**src/rtl/vec_mul_pkg.sv**
```systemverilog
// Shared definitions for the vector-multiplier datapath: default widths,
// collector state encoding and a width helper for index/counter registers.
package vec_mul_pkg;

  localparam int DEF_PARTIAL_SUM_BW = 20;
  localparam int DEF_MATRIX_SIZE    = 8;
  localparam int DEF_TREE_LATENCY   = 1;

  typedef enum logic [1:0] {
    EMPTY = 2'd0,
    FULL  = 2'd1,
    STALL = 2'd2
  } col_state_e;

  // Bits needed to hold values 0..n-1, never less than one.
  function automatic int idx_w(input int n);
    int r;
    int v;
    r = 0;
    v = n - 1;
    while (v > 0) begin
      r++;
      v = v >> 1;
    end
    return (r < 1) ? 1 : r;
  endfunction

endpackage

```
**src/rtl/sum_collector_valid_pipe.sv**
```systemverilog
// valid_pipe: shift line that tracks launched rows through the adder tree;
// exposes the tail (sum valid this cycle) and the number of rows in flight.
module valid_pipe #(
  parameter int DEPTH = 1,
  parameter int CNT_W = 1
) (
  input  logic             clk,
  input  logic             rst,
  input  logic             in_i,
  output logic             tail_o,
  output logic [CNT_W-1:0] count_o
);

  logic [DEPTH-1:0] line_q;

  always_ff @(posedge clk or posedge rst) begin
    if (rst) begin
      line_q <= '0;
    end else begin
      line_q[0] <= in_i;
      for (int i = 1; i < DEPTH; i++) begin
        line_q[i] <= line_q[i-1];
      end
    end
  end

  assign tail_o = line_q[DEPTH-1];

  always_comb begin
    count_o = '0;
    for (int i = 0; i < DEPTH; i++) begin
      count_o = count_o + CNT_W'(line_q[i]);
    end
  end

endmodule

```
**src/rtl/sum_collector.sv**
```systemverilog
// sum_collector: packs MATRIX_SIZE adder-tree results into one output vector
// with fill/output double buffering. Define SUM_COLLECTOR_SAT_EN to saturate on narrowing.
module sum_collector
  import vec_mul_pkg::*;
#(
  parameter int PARTIAL_SUM_BW = DEF_PARTIAL_SUM_BW,
  parameter int OUT_BW         = DEF_PARTIAL_SUM_BW,
  parameter int MATRIX_SIZE    = DEF_MATRIX_SIZE,
  parameter int TREE_LATENCY   = DEF_TREE_LATENCY
) (
  input  logic                             clk,
  input  logic                             rst,
  input  logic                             in_valid,
  output logic                             in_ready,
  input  logic signed [PARTIAL_SUM_BW-1:0] final_sum,
  output logic                             out_valid,
  input  logic                             out_ready,
  output logic [OUT_BW*MATRIX_SIZE-1:0]    out_vec_flat
);

  localparam int IDX_W = idx_w(MATRIX_SIZE);
  localparam int CNT_W = idx_w(TREE_LATENCY + 1);
  localparam int OCC_W = idx_w(2*MATRIX_SIZE + TREE_LATENCY + 1) + 1;
  localparam logic [OCC_W-1:0] VEC_OCC   = OCC_W'(MATRIX_SIZE);
  localparam logic [OCC_W-1:0] OCC_LIMIT = OCC_W'(2*MATRIX_SIZE);

`ifdef SUM_COLLECTOR_SAT_EN
  localparam logic signed [PARTIAL_SUM_BW-1:0] SAT_MAX =
    (PARTIAL_SUM_BW'(1) << (OUT_BW-1)) - PARTIAL_SUM_BW'(1);
  localparam logic signed [PARTIAL_SUM_BW-1:0] SAT_MIN = ~SAT_MAX;
`endif

  function automatic logic [OUT_BW-1:0] conv(input logic signed [PARTIAL_SUM_BW-1:0] s);
`ifdef SUM_COLLECTOR_SAT_EN
    if (s > SAT_MAX) return SAT_MAX[OUT_BW-1:0];
    if (s < SAT_MIN) return SAT_MIN[OUT_BW-1:0];
`endif
    return s[OUT_BW-1:0];
  endfunction

  col_state_e                     state_q;
  logic                           out_valid_q;
  logic [OUT_BW*MATRIX_SIZE-1:0]  out_vec_q;
  logic [OUT_BW-1:0]              fill_q [MATRIX_SIZE];
  logic [OUT_BW-1:0]              fill_d [MATRIX_SIZE];
  logic [IDX_W-1:0]               fill_idx_q;
  logic [OUT_BW*MATRIX_SIZE-1:0]  fill_flat;
  logic [CNT_W-1:0]               in_flight;
  logic [OCC_W-1:0]               occupancy;
  logic                           accept;
  logic                           cap;
  logic                           fill_done;
  logic                           handshake;

  assign accept    = in_valid && in_ready;
  assign handshake = out_valid_q && out_ready;
  assign fill_done = cap && (fill_idx_q == IDX_W'(MATRIX_SIZE-1));

  valid_pipe #(
    .DEPTH (TREE_LATENCY),
    .CNT_W (CNT_W)
  ) u_valid_pipe (
    .clk     (clk),
    .rst     (rst),
    .in_i    (accept),
    .tail_o  (cap),
    .count_o (in_flight)
  );

  // Credits span both buffers, so the next vector may start filling while the
  // current one drains; a launch is refused only when every slot is spoken for.
  assign occupancy = (out_valid_q ? VEC_OCC : '0)
                   + ((state_q == STALL) ? VEC_OCC : '0)
                   + OCC_W'(fill_idx_q)
                   + OCC_W'(in_flight);
  assign in_ready  = (occupancy < OCC_LIMIT);

  always_comb begin
    fill_d = fill_q;
    if (cap) fill_d[fill_idx_q] = conv(final_sum);
  end

  always_comb begin
    fill_flat = '0;
    for (int i = 0; i < MATRIX_SIZE; i++) begin
      fill_flat[i*OUT_BW +: OUT_BW] = fill_d[i];
    end
  end

  // The completing sum is merged on its way into the output register.
  always_ff @(posedge clk or posedge rst) begin
    if (rst) begin
      state_q     <= EMPTY;
      out_valid_q <= 1'b0;
      out_vec_q   <= '0;
      fill_idx_q  <= '0;
      for (int i = 0; i < MATRIX_SIZE; i++) fill_q[i] <= '0;
    end else begin
      fill_q <= fill_d;
      if (cap) fill_idx_q <= fill_idx_q + 1'b1;
      case (state_q)
        EMPTY: begin
          if (fill_done) begin
            out_vec_q   <= fill_flat;
            out_valid_q <= 1'b1;
            state_q     <= FULL;
          end
        end
        FULL: begin
          if (fill_done && handshake) begin
            out_vec_q <= fill_flat;
          end else if (fill_done) begin
            state_q <= STALL;
          end else if (handshake) begin
            out_valid_q <= 1'b0;
            state_q     <= EMPTY;
          end
        end
        STALL: begin
          if (handshake) begin
            out_vec_q <= fill_flat;
            state_q   <= FULL;
          end
        end
        default: begin
          out_valid_q <= 1'b0;
          state_q     <= EMPTY;
        end
      endcase
    end
  end

  assign out_valid    = out_valid_q;
  assign out_vec_flat = out_vec_q;

endmodule
```
**config.mk**
```make
export PLATFORM = sky130hd
export DESIGN_NAME = sum_collector
export DESIGN_NICKNAME = d
export VERILOG_FILES = /design/src/rtl/vec_mul_pkg.sv /design/src/rtl/sum_collector_valid_pipe.sv /design/src/rtl/sum_collector.sv
export SDC_FILE = /design/constraint.sdc
export NUM_CORES = 1
export LEC_CHECK = 0
export ABC_AREA = 1
export CAP_MARGIN = 10
export CELL_PAD_IN_SITES_DETAIL_PLACEMENT = 1
export CELL_PAD_IN_SITES_GLOBAL_PLACEMENT = 2
export CORE_MARGIN = 3
export CORE_UTILIZATION = 35
export CTS_CLUSTER_DIAMETER = 50
export DETAILED_ROUTE_END_ITERATION = 10
export PLACE_DENSITY_LB_ADDON = 0.1
export SLEW_MARGIN = 20
export SYNTH_ARGS = -nofsm -noshare
export SYNTH_HDL_FRONTEND = slang
export SYNTH_HIERARCHICAL = 1
export SYNTH_SLANG_ARGS = --single-unit
export TNS_END_PERCENT = 30
```
**constraint.sdc**
```tcl
create_clock -name clk -period 20.5 [get_ports clk]
set_input_delay 3.075 -clock clk [delete_from_list [all_inputs] [get_ports clk]]
set_output_delay 3.075 -clock clk [all_outputs]
set_load 0.02 [all_outputs]
```
==> results of run 1 <==
metal layers:
| metal | GRT usage | share of wire | up-vias |
|---|---|---|---|
| met5 | 0 | 0 | - |
| met4 | 0.0351 | 0.014 | 0 |
| met3 | 0.0328 | 0.050 | 43 |
| met2 | 0.330 | 0.47 | 190 |
| met1 | 0.303 | 0.47 | 4849 |
| li1 | - | - | 4645 |
kinds of logic after synthesis:
family / count (synthesis)
adder cells (fa/ha/maj): 3
flip-flops: 327
AO/OA/AOI/OAI: 5
AND/OR/NAND/NOR: 1008
buffers and inverters: 103
through the flow:
step | hold WS (ns) | power (mW) | setup slack [ns] | cell area, sq um | cells
finish | 0.469 | 2.96 | 14.71 | 16200 | 2084
global route | 0.486 | 3.17 | 14.41 | 16200 | 2084
CTS | 0.472 | 3.01 | 14.66 | 16100 | 2082
detailed placement | 0.458 | 2.22 | 14.10 | 14700 | 2010
global placement | 0.451 | 2.19 | 14.13 | 14700 | 2010
floorplan | 0.438 | 1.72 | 8.40 | 12600 | 1446
worst max-delay path, stage by stage:
cell	delay, ns
clkdlybuf4s50_1	0.45
nand2_1	0.07
o21ai_1	0.22
nand2_8	0.35
inv_4	0.79
buf_4	0.85
nand2_1	0.14
nand2_1	0.10
flip-flops by register name (all words and copies together) (netlist names):
signal               count
u_valid_pipe/tail_o      1
state_q                  2
out_valid                1
fill_q                 160
out_vec_flat           160
fill_idx_q               3
path summary, 6_finish.rpt:
kind,startpoint,cells past startpoint,slack [ns],to
worst max-delay path,out_ready,8,14.71,out_vec_flat[110]
worst min-delay path,fill_q[142],2,0.47,fill_q[142]
worst max register to register,fill_idx_q[0],9,16.91,out_vec_flat[110]
worst min register to register,fill_q[142],2,0.47,fill_q[142]
max in group asynchronous,rst,5,15.26,fill_q[86]
min in group asynchronous,rst,2,2.92,u_valid_pipe/tail_o
cells in the mapped netlist (all sizes together):
| cell | instances |
|---|---|
| nor2 | 14 |
| a21boi | 1 |
| buf | 61 |
| clkbuf | 29 |
| inv | 13 |
| o21ai | 4 |
| nor3b | 1 |
| nand3 | 24 |
| nand2 | 969 |
| ha | 3 |
| dfrtp | 327 |
where the power goes:
part           internal [mW]  total [mW]  switching, mW  leakage, nW
Sequential             0.969        1.13          0.165         3.93
Combinational          0.441        1.06          0.619         3.68
Clock                  0.493       0.765          0.272        0.708
layout make-up:
cell class                      instances  area share
Sequential cell                       327       0.506
Clock buffer                           62      0.0791
Clock inverter                         10      0.0115
Timing Repair Buffer                  201       0.124
Tap cell                              455      0.0352
Multi-Input combinational cell       1016       0.241
Inverter                               13     0.00363
==> results.md, run 1 <==
* Status: completed
* Warnings, synthesis at 6
* Starting Density at 0.361
* Max IR drop VDD at 0.0808 mV
* Vias per cell at 4.67
* Crit. End Element: register
* Compound-cell area share of the yosys netlist at 0.00218
* Syn Area/Cell at 8.74 sq um
* DRC viols at 0
* Placer Congestion at 0.714
* First-pass GRT wire length at 61,900 um
* Final min period at 5.79 ns
* Main combinational cell family by area after synthesis: simple AND/OR/NAND/NOR gates
* Post-Synth XOR/XNOR Area at 0
* Simple-gate share of the synthesized area at 0.303
* Number of global-route vias before repair at 10,400
* Clock Skew at 0.0119 ns
* Clock Latency Late Sink at 0.52 ns
* Final Max Tran Viols at 0
* Final Util at 0.462
* Die W at 196 um
* Initial antenna violation count at 0
* Hold Crit Class: reg2reg
* Post-synthesis mux area share at 0
* Antenna fix cells at 0
* Post-Syn Area at 12,600 sq um
* Chip Height at 196 um
* Final worst path period share at 0.282
* Worst slew pin tran at 1.01 ns
* Synth Area in Adders at 0.00297
* Largest area contributor in the synthesized netlist: dfrtp_1
* Commonest cells after routing, fill and taps aside: nand2_1, dfrtp_1, clkdlybuf4s50_1
* Critical path launch point type: input pin
* Post-CTS Hold Buffers at 0
* Worst Path Required at 20.95 ns
* Gr ovfl total at 0
* Top cell type's share of synthesized area at 0.647
* First-pass DRT Iterations at 4
* Root buffer cell: clkbuf_16
* Drt total wl at 39,000 um
* Final HPWL DP at 23,600 um
* Clock slew at reported path FFs at 0.06 ns
* Max-Cap Viols at 0
* Setup Buffers After CTS at 0
* Commonest non-fill, non-tap cell in the layout: nand2_1
* Clock Sinks at 327
* Via Count at 9,727
* Largest net degree at the start of global routing at 142
* TritonCTS buffer count at 42
* Worst-case clock buffer depth at 3
* I/O Pins at 186
* Dominant cells by area after synthesis: dfrtp_1, nand2_1, buf_2, buf_6, nand3_1
* Leakage power total at 8.31 nW
* Yosys reg bits at 327
* Netlist cell types at 19
* Cells after synthesis at 1,446
* Wire length per cell at 18.7 um
* Syn nets at 1,473
* Final ANT Viol Nets at 0
* Final hold viol count at 0
* Total core area at 35,100 sq um
* FILL cells at 4,038
* All-layer global routing usage at 0.206
* Crit path DAT at 6.24 ns
* Worst Setup Path Type: in2reg
* Post-layout nets at 1,628
* CTS HTree Levels at 2
* Setup_tns at 0 ns
* # rows at 68
* Final setup fails at 0
* Sequential area share after synthesis at 0.647
* Initial DRC Count at 457
* PwrDens at 183 nW/um^2
* Area occupied by multi-input gates at 3900 sq um
* Die area at 38,400 sq um
* Area Growth Syn to Fin at 28.0%
* Max Freq at 173 MHz
* RSZ-0062 raised after global routing: no
* Reg area at 8180 sq um
* I/O Buffers at 185
* Share of cells above drive strength 1 at 0.0528
* Post-CTS sizing at 0
* CTS tree: done
* Max FO, Critical Path at 86
* Slew margin rel. at 0.325
Note: power is estimated with default switching activity, not from simulation.
==> inputs of run 2 (changes only) <==
--- a/config.mk
+++ b/config.mk
@@ -10,7 +10,7 @@
 export CELL_PAD_IN_SITES_DETAIL_PLACEMENT = 1
 export CELL_PAD_IN_SITES_GLOBAL_PLACEMENT = 2
 export CORE_MARGIN = 3
-export CORE_UTILIZATION = 35
+export CORE_UTILIZATION = 33
 export CTS_CLUSTER_DIAMETER = 50
 export DETAILED_ROUTE_END_ITERATION = 10
 export PLACE_DENSITY_LB_ADDON = 0.1
==> constraint.sdc (replaced) <==
create_clock -name clk -period 5.4 [get_ports clk]
set_input_delay 0.81 -clock clk [delete_from_list [all_inputs] [get_ports clk]]
set_output_delay 0.81 -clock clk [all_outputs]
set_load 0.02 [all_outputs]
==> results.md, run 2 (synthesis results as in run 1) <==
* FILL cells at 4,386
* Clock Skew at 0.0144 ns
* Commonest cells after routing, fill and taps aside: nand2_1, dfrtp_1, clkdlybuf4s50_1
* Commonest non-fill, non-tap cell in the layout: nand2_1
* # rows at 71
* All-layer global routing usage at 0.195
* RSZ-0062 raised after global routing: no
* Via Count at 9,611
* Final min period at 3.16 ns
* Area Growth Syn to Fin at 27.3%
* Hold WS at 0.468 ns
* Clock Sinks at 327
* Slew margin rel. at 0.338
* Chip Height at 202 um
* Largest net degree at the start of global routing at 193
* I/O Pins at 186
* Worst Setup Path Type: reg2out
* DP Cell Count at 2,064
* Crit. End Element: output port
* Final Max Tran Viols at 0
* Critical path launch point type: register
* Total core area at 37,700 sq um
* Root buffer cell: clkbuf_16
* Final setup fails at 0
* Post-CTS sizing at 0
* DRC viols at 0
* Placer Congestion at 0.714
* Post-CTS Hold Buffers at 0
* Final hold viol count at 0
* Final Util at 0.427
* Wire length per cell at 18.5 um
* First-pass GRT wire length at 61,900 um
* Post-layout nets at 1,624
* Final HPWL DP at 23,500 um
* Initial antenna violation count at 0
* Drt total wl at 39,400 um
* I/O Buffers at 185
* Final worst path period share at 0.586
* Fin cells at 2,132
* Hold Crit Class: reg2reg
* Share of cells above drive strength 1 at 0.0506
* Leakage power total at 8.23 nW
* Initial DRC Count at 591
* Max-Cap Viols at 0
* Crit path DAT at 2.35 ns
* TritonCTS buffer count at 41
* Max FO, Critical Path at 6
* Final ANT Viol Nets at 0
* Clock Latency Late Sink at 0.54 ns
* Starting Density at 0.336
* Max Freq at 316 MHz
* First-pass DRT Iterations at 4
* Setup Buffers After CTS at 0
* Number of global-route vias before repair at 10,300
* Status: completed
* Tot Pwr at 10.9 mW
* Die area at 40,700 sq um
* Vias per cell at 4.51
* PwrDens at 680 nW/um^2
* Clock slew at reported path FFs at 0.05 ns
* Worst-case clock buffer depth at 3
* Gr ovfl total at 0
* CTS HTree Levels at 2
* Worst slew pin tran at 0.992 ns
* CTS tree: done
* Die W at 202 um
* Worst Path Required at 4.59 ns
* Max IR drop VDD at 0.273 mV
* Antenna fix cells at 0
* Setup_tns at 0 ns
[run 2: worst paths after layout]
kind                                from                  end  slack, ns  cells past startpoint
max                           state_q[0]             in_ready       2.24                      8
min                            fill_q[1]            fill_q[1]       0.47                      2
max reg2reg                fill_idx_q[0]    out_vec_flat[144]       2.47                      9
min reg2reg                    fill_q[1]            fill_q[1]       0.47                      2
max in group asynchronous            rst     out_vec_flat[44]       3.53                      4
min in group asynchronous            rst  u_valid_pipe/tail_o       0.55                      2
[run 2: worst max-delay path, stage by stage (launching register included)]
cell and delay, ns:
dfrtp_1 0.43, inv_2 0.04, nand2_1 0.09, inv_1 0.05
ha_1 0.29, nand3_1 0.09, nor2_1 0.07, nor2_1 0.13
clkdlybuf4s50_1 0.63
[run 2: stage by stage]
stage	setup slack [ns]	area, sq um
after floorplan	0.239	12600
after global placement	2.02	14800
after detailed placement	1.98	14800
after CTS	2.16	16100
after global routing	2.06	16100
final	2.24	16100
[run 2: area by class of cell]
type                            instances  area [sq um]  area share
Clock inverter                          9          60.1     0.00373
Timing Repair Buffer                  198          2020       0.126
Tap cell                              511           639      0.0397
Multi-Input combinational cell       1016          3910       0.243
Sequential cell                       327          8180       0.509
Clock buffer                           58          1220      0.0760
Inverter                               13          55.1     0.00342
[run 2: per-layer routing]
metal / track usage / vias up / wire length, um
li1: - / 4640 / -
met1: 0.285 / 4768 / 19400
met2: 0.307 / 165 / 18100
met3: 0.0341 / 38 / 1460
met4: 0.0411 / 0 / 522
met5: 0 / - / 0
[run 2: report_power, final]
part	total [mW]	switching, mW	internal, mW	leakage (nW)
Combinational	4.04	2.36	1.68	3.67
Sequential	4.29	0.609	3.68	3.93
Clock	2.61	1.04	1.57	0.639
